==> src/rtl/seq_div_from_accum.sv <==
// Sequential signed divider: MAC accumulator P divided by operand-width B.
// Unsigned restoring division on magnitudes, one quotient bit per cycle, saturating quotient.
module seq_div_from_accum #(
    parameter int unsigned Q_W = 20,
    parameter int unsigned D_W = 18,
    parameter int unsigned P_W = 38
) (
    input  logic                  clk,
    input  logic                  reset,
    input  logic                  start_i,
    input  logic signed [P_W-1:0] P,
    input  logic signed [D_W-1:0] B,
    output logic signed [Q_W-1:0] Q,
    output logic signed [D_W-1:0] R,
    output logic                  busy_o,
    output logic                  done_o,
    output logic                  ovf_o,
    output logic                  dbz_o
);

    localparam int unsigned CNT_W = 6;
    localparam int unsigned SH_W  = D_W + 2;
    localparam logic [CNT_W-1:0]      LAST_STEP = CNT_W'(P_W - 1);
    localparam logic [P_W-1:0]        NEG_LIM   = P_W'(1) << (Q_W - 1);
    localparam logic [P_W-1:0]        POS_LIM   = NEG_LIM - P_W'(1);
    localparam logic signed [Q_W-1:0] Q_MAX     = {1'b0, {(Q_W-1){1'b1}}};
    localparam logic signed [Q_W-1:0] Q_MIN     = {1'b1, {(Q_W-1){1'b0}}};

    typedef enum logic [1:0] {
        S_IDLE = 2'd0,
        S_CALC = 2'd1,
        S_DONE = 2'd2
    } state_t;

    state_t r_state;
    state_t w_state_nxt;

    // Datapath registers
    logic [P_W-1:0]        r_quo;
    logic [D_W:0]          r_rem;
    logic [D_W-1:0]        r_divs;
    logic [CNT_W-1:0]      r_cnt;
    logic                  r_neg_q;
    logic                  r_neg_r;
    logic                  r_zero;
    logic signed [Q_W-1:0] r_q;
    logic signed [D_W-1:0] r_r;
    logic                  r_busy;
    logic                  r_done;
    logic                  r_ovf;
    logic                  r_dbz;

    // Next-state values
    logic [P_W-1:0]        w_quo;
    logic [D_W:0]          w_rem;
    logic [D_W-1:0]        w_divs;
    logic [CNT_W-1:0]      w_cnt;
    logic                  w_neg_q;
    logic                  w_neg_r;
    logic                  w_zero;
    logic signed [Q_W-1:0] w_q;
    logic signed [D_W-1:0] w_r;
    logic                  w_busy;
    logic                  w_done;
    logic                  w_ovf;
    logic                  w_dbz;

    // Operand magnitudes and one restoring step
    logic [P_W-1:0]  w_pmag;
    logic [D_W-1:0]  w_bmag;
    logic [SH_W-1:0] w_sh;
    logic [D_W:0]    w_diff;
    logic            w_ge;
    logic            w_b_zero;

    // Magnitudes are unsigned, so -2^(W-1) maps to 2^(W-1) without overflow
    assign w_pmag   = P[P_W-1] ? P_W'(-P) : P_W'(P);
    assign w_bmag   = B[D_W-1] ? D_W'(-B) : D_W'(B);
    assign w_b_zero = (B == '0);

    assign w_sh   = {r_rem, r_quo[P_W-1]};
    assign w_ge   = (w_sh >= {2'b00, r_divs});
    assign w_diff = w_sh[D_W:0] - {1'b0, r_divs};

    always_ff @(posedge clk or posedge reset) begin
        if (reset) begin
            r_state <= S_IDLE;
        end else begin
            r_state <= w_state_nxt;
        end
    end

    always_comb begin
        w_state_nxt = r_state;
        case (r_state)
            S_IDLE: begin
                if (start_i) begin
                    w_state_nxt = w_b_zero ? S_DONE : S_CALC;
                end
            end
            S_CALC: begin
                if (r_cnt == LAST_STEP) begin
                    w_state_nxt = S_DONE;
                end
            end
            S_DONE:  w_state_nxt = S_IDLE;
            default: w_state_nxt = S_IDLE;
        endcase
    end

    always_comb begin
        w_quo   = r_quo;
        w_rem   = r_rem;
        w_divs  = r_divs;
        w_cnt   = r_cnt;
        w_neg_q = r_neg_q;
        w_neg_r = r_neg_r;
        w_zero  = r_zero;
        w_q     = r_q;
        w_r     = r_r;
        w_busy  = r_busy;
        w_done  = 1'b0;
        w_ovf   = r_ovf;
        w_dbz   = r_dbz;
        case (r_state)
            S_IDLE: begin
                if (start_i) begin
                    w_quo   = w_pmag;
                    w_rem   = '0;
                    w_divs  = w_bmag;
                    w_cnt   = '0;
                    w_neg_r = P[P_W-1];
                    w_neg_q = P[P_W-1] ^ B[D_W-1];
                    w_zero  = w_b_zero;
                    w_busy  = 1'b1;
                end
            end
            S_CALC: begin
                w_quo = {r_quo[P_W-2:0], w_ge};
                w_rem = w_ge ? w_diff : w_sh[D_W:0];
                w_cnt = r_cnt + CNT_W'(1);
            end
            S_DONE: begin
                w_busy = 1'b0;
                w_done = 1'b1;
                if (r_zero) begin
                    w_q   = '0;
                    w_r   = '0;
                    w_ovf = 1'b0;
                    w_dbz = 1'b1;
                end else begin
                    w_dbz = 1'b0;
                    w_ovf = 1'b0;
                    w_r   = r_neg_r ? D_W'(~r_rem + (D_W+1)'(1)) : D_W'(r_rem);
                    // Negative side allows one more magnitude than the positive side
                    if (r_neg_q) begin
                        if (r_quo > NEG_LIM) begin
                            w_q   = Q_MIN;
                            w_ovf = 1'b1;
                        end else begin
                            w_q = Q_W'(~r_quo + P_W'(1));
                        end
                    end else begin
                        if (r_quo > POS_LIM) begin
                            w_q   = Q_MAX;
                            w_ovf = 1'b1;
                        end else begin
                            w_q = Q_W'(r_quo);
                        end
                    end
                end
            end
            default: begin
                w_busy = 1'b0;
            end
        endcase
    end

    always_ff @(posedge clk or posedge reset) begin
        if (reset) begin
            r_quo   <= '0;
            r_rem   <= '0;
            r_divs  <= '0;
            r_cnt   <= '0;
            r_neg_q <= 1'b0;
            r_neg_r <= 1'b0;
            r_zero  <= 1'b0;
            r_q     <= '0;
            r_r     <= '0;
            r_busy  <= 1'b0;
            r_done  <= 1'b0;
            r_ovf   <= 1'b0;
            r_dbz   <= 1'b0;
        end else begin
            r_quo   <= w_quo;
            r_rem   <= w_rem;
            r_divs  <= w_divs;
            r_cnt   <= w_cnt;
            r_neg_q <= w_neg_q;
            r_neg_r <= w_neg_r;
            r_zero  <= w_zero;
            r_q     <= w_q;
            r_r     <= w_r;
            r_busy  <= w_busy;
            r_done  <= w_done;
            r_ovf   <= w_ovf;
            r_dbz   <= w_dbz;
        end
    end

    assign Q      = r_q;
    assign R      = r_r;
    assign busy_o = r_busy;
    assign done_o = r_done;
    assign ovf_o  = r_ovf;
    assign dbz_o  = r_dbz;

endmodule

==> config.mk <==
export PLATFORM = sky130hd
export DESIGN_NAME = seq_div_from_accum
export DESIGN_NICKNAME = d
export VERILOG_FILES = /design/src/rtl/seq_div_from_accum.sv
export SDC_FILE = /design/constraint.sdc
export NUM_CORES = 1
export LEC_CHECK = 0
export ABC_AREA = 0
export BUFFER_PORTS_ARGS = -buffer_cell sky130_fd_sc_hd__buf_2
export CORE_MARGIN = 10
export CORE_UTILIZATION = 53
export DETAILED_ROUTE_END_ITERATION = 10
export GPL_TIMING_DRIVEN = 0
export PLACE_DENSITY = 0.77
export RECOVER_POWER = 100
export SYNTH_ARGS = -nofsm -noshare
export SYNTH_HDL_FRONTEND = slang
export SYNTH_SLANG_ARGS = --single-unit
export TNS_END_PERCENT = 1
==> constraint.sdc <==
create_clock -name clk -period 4.2 [get_ports clk]
set_input_delay 0.63 -clock clk [delete_from_list [all_inputs] [get_ports clk]]
set_output_delay 0.63 -clock clk [all_outputs]
set_load 0.005 [all_outputs]
==> results.cfg <==
[clock_network]
path_clk_slew_ns = 0.06
postCtsHoldBufs = 0
clk_root_buffer_cell = clkbuf_16
cts_made_buffers = 17
cts_resized = 0
htreeDepth = 4
clock_path_buffers = 2
cts.sinks = 128
cts_tree = built
clkLatencyLatePin_ns = 0.43
cts_setup_buffers = 0

[cells_and_area]
seqCellArea_mm2 = 0.00320
fill_cells = 1347
antenna_cells = 0
finalNetCount = 1169
drive_above_1_share_pct = 10.2
multi_input_area_mm2 = 0.00453
area_growth_pct = 16.0
fin_util_pct = 62.5
fin_cells = 1286

[power]
p_switching_uw = 3530
power_frac_clock_pct = 19.9
power.leakage_uw = 0.00410
p_int_uw = 4450
vdd_ir_drop_max_mv = 0.449
power_density_mw_per_mm2 = 844
p_seq_share_pct = 29.7
power_frac_comb_pct = 50.4
switching_share_pct = 44.3

[yosys]
synthDistinctLibCells = 66
syn_avg_cell_area_um2 = 8.44
synth_nets = 1050
synthArstFlopShare_pct = 100
ys.flop_type = dfrtp_1
yosysWarnings = 0
syn_inst = 966
synth-edff-count = 0
netlist_area_mm2 = 0.00816
synth_seq_cells = 128
ys_seq_area_share_pct = 39.3

[grt]
first_global_vias = 7489
grt_max_degree = 90
grt.total_usage_pct = 22.1
overflow = 0
antenna_found_initial = 0
grt_first_pass_wirelength_um = 37100

[routing]
drtPass1Iterations = 6
wl_per_cell_um = 17.2
vias = 7676
ant_nets = 0
drt_wl_total_um = 22100
drt_iter0_markers = 736
drc = 0
avgViaCountPerCell = 5.97

[sta]
clock.fmax_mhz = 316
finalHoldViolations = 0
relSlewSlack_pct = -16.9
setup_violations = 0
skew_ns = 0.00864
worst_pin_slew_ns = 1.74
slew_viol_final = 40
fin_crit_ns = 3.17
hold_slack_ns = 0.468
period_share_pct = 75.4
tns_ns = 0
rsz0062_at_grt = false

[setup_path]
cp-startpoint = P[4]
worstSetupPathType = in2reg
slowest_delay_ns = 0.72
cp.depth = 8
reg2reg_setup_slack_ns = 1.08
cp-start-kind = primary input
cp-endpoint = r_quo[33]
required_ns = 4.49
crit_family = simple AND/OR/NAND/NOR gates
critPathCaptureType = flop
worstReg2RegEnd = Q[11]
ff2ff_path_depth = 7
path_max_fanout = 6
cp.arrival_ns = 3.46
path_cells = clkbuf_1 -> nor4_1 -> nand4b_2 -> or4_1 -> nand2b_1 -> o41ai_1 -> xor2_1 -> a21oi_1
slowest_stage = nor4_1
crit_buf_inv = 1
reg2reg_from = r_quo[22]

[place]
io_buffers = 99
gp_congestion = 0.928
place_hpwl_um = 16700
dp.cells = 1254

[floorplan]
coreArea_mm2 = 0.0151
rows = 45
start_util_pct = 53.9
die_w_um = 144
die-area_mm2 = 0.0208
io_pins = 101
die_h_um = 144

[worst_hold_path]
min-delay-start = Q[8]
hp-class = reg2reg

[outcome]
violations = capacitance limit, slew limit
status = finished with violations

[job]
maxCapViolCount = 1
==> stage by stage <==
stage	area (um2)	worst slack (ns)	power [uW]
after floorplan	8160	0.157	5150
after global placement	8890	-1.20	6220
after detailed placement	8920	1.14	6340
after CTS	9550	1.16	7960
after global routing	9460	0.848	8670
final	9460	1.03	7980
==> metal layers <==
metal  up-vias  global-route usage (%)  wire length [um]
met5         -                       0                 0
met4         0                    6.88               306
met3        29                    4.56              1810
met2       332                    34.0              9910
met1      3607                    30.6             10100
li1       3708                       -                 -
==> flip-flops by register name, indices dropped and copies added (netlist names), 2 cells and up <==
signal / flops
r_divs: 18
Q: 20
r_quo: 38
R: 18
r_rem: 19
r_state: 2
r_cnt: 6
==> power by group through the flow <==
| stage | logic [uW] | registers, uW | clock network (uW) |
|---|---|---|---|
| after floorplan | 2930 | 2220 | 0 |
| after global placement | 3880 | 2340 | 0 |
| after detailed placement | 3970 | 2370 | 0 |
| after CTS | 4010 | 2360 | 1590 |
| after global routing | 4550 | 2470 | 1650 |
| final | 4020 | 2370 | 1580 |
==> layout make-up <==
type / count / area share (%)
Buffer: 56 / 2.22
Clock buffer: 23 / 5.05
Clock inverter: 9 / 1.64
Inverter: 44 / 1.76
Multi-Input combinational cell: 738 / 47.9
Sequential cell: 128 / 33.8
Tap cell: 188 / 2.49
Timing Repair Buffer: 100 / 5.13
==> synthesized netlist by cell type (all sizes together), types with 3 or more instances <==
| master | n | share of area (%) |
|---|---|---|
| inv | 43 | 2.0 |
| o221ai | 3 | 0.32 |
| nand2 | 143 | 6.6 |
| nand3b | 3 | 0.28 |
| mux2i | 5 | 0.61 |
| a21o | 11 | 1.0 |
| o21a | 4 | 0.37 |
| nor3 | 17 | 1.1 |
| or3 | 32 | 2.6 |
| and3 | 6 | 0.46 |
| a31oi | 4 | 0.31 |
| a21oi | 48 | 2.9 |
| xnor2 | 30 | 3.2 |
| nor2b | 6 | 0.46 |
| or4 | 12 | 1.2 |
| o21bai | 3 | 0.28 |
| nand2b | 5 | 0.48 |
| dfrtp | 128 | 39 |
| a22oi | 6 | 0.55 |
| xor2 | 54 | 5.8 |
| a32oi | 5 | 0.54 |
| o21ai | 134 | 8.2 |
| a32o | 4 | 0.49 |
| nand4 | 4 | 0.31 |
| nor4 | 9 | 1.0 |
| o211ai | 3 | 0.28 |
| o311ai | 11 | 1.2 |
| or2 | 5 | 0.38 |
| and2 | 4 | 0.31 |
| nor2 | 43 | 2.0 |
| o22ai | 12 | 0.92 |
| o41ai | 10 | 1.3 |
| ha | 24 | 3.7 |
| nand3 | 29 | 1.8 |
| clkbuf | 54 | 2.5 |
| o31ai | 23 | 2.2 |
==> layout by cell type (no fill, tap or decap), types with 6 or more instances in the layout <==
cell       count
a21o_1        11
a21oi_1       48
a22oi_1        6
and3_1         6
buf_2         69
clkbuf_1      87
clkbuf_16     17
dfrtp_1      128
ha_1          24
inv_1         42
nand2_1      143
nand3_1       29
nor2_1        43
nor2b_1        6
nor3_1        17
nor4_1         7
o21ai_0      134
o22ai_1       12
o311ai_0      11
o31ai_1       23
o41ai_1       10
or3_1         29
or4_1         12
xnor2_1       30
xor2_1        54
==> how the worst min path moves through the flow <==
stage / to / slack [ns] / cells after the start
after floorplan: r_divs[10] / 0.45 / 2
after global placement: ovf_o / 0.46 / 2
after detailed placement: Q[16] / 0.47 / 2
after CTS: R[2] / 0.21 / 2
after global routing: Q[8] / 0.50 / 2
final: Q[8] / 0.47 / 2
==> worst reg2reg max path, delay by kind of cell, from the launching register on <==
family | cells | cell delay [ns]
and+or+nand+nor | 3 | 1.96
AOI/OAI and AO/OA | 3 | 0.45
DFF | 1 | 0.37
buffers and inverters | 1 | 0.22
==> cell families after synthesis <==
group | Yosys count | synth area share, %
AO/OA/AOI/OAI | 301 | 23.0
buffers and inverters | 100 | 4.62
AND/OR/NAND/NOR | 322 | 19.4
XOR/XNOR | 84 | 9.02
multiplexers | 6 | 0.752
adder cells (fa/ha/maj) | 25 | 3.93
flip-flops | 128 | 39.3
No activity file was read; power rests on OpenSTA's default activity.
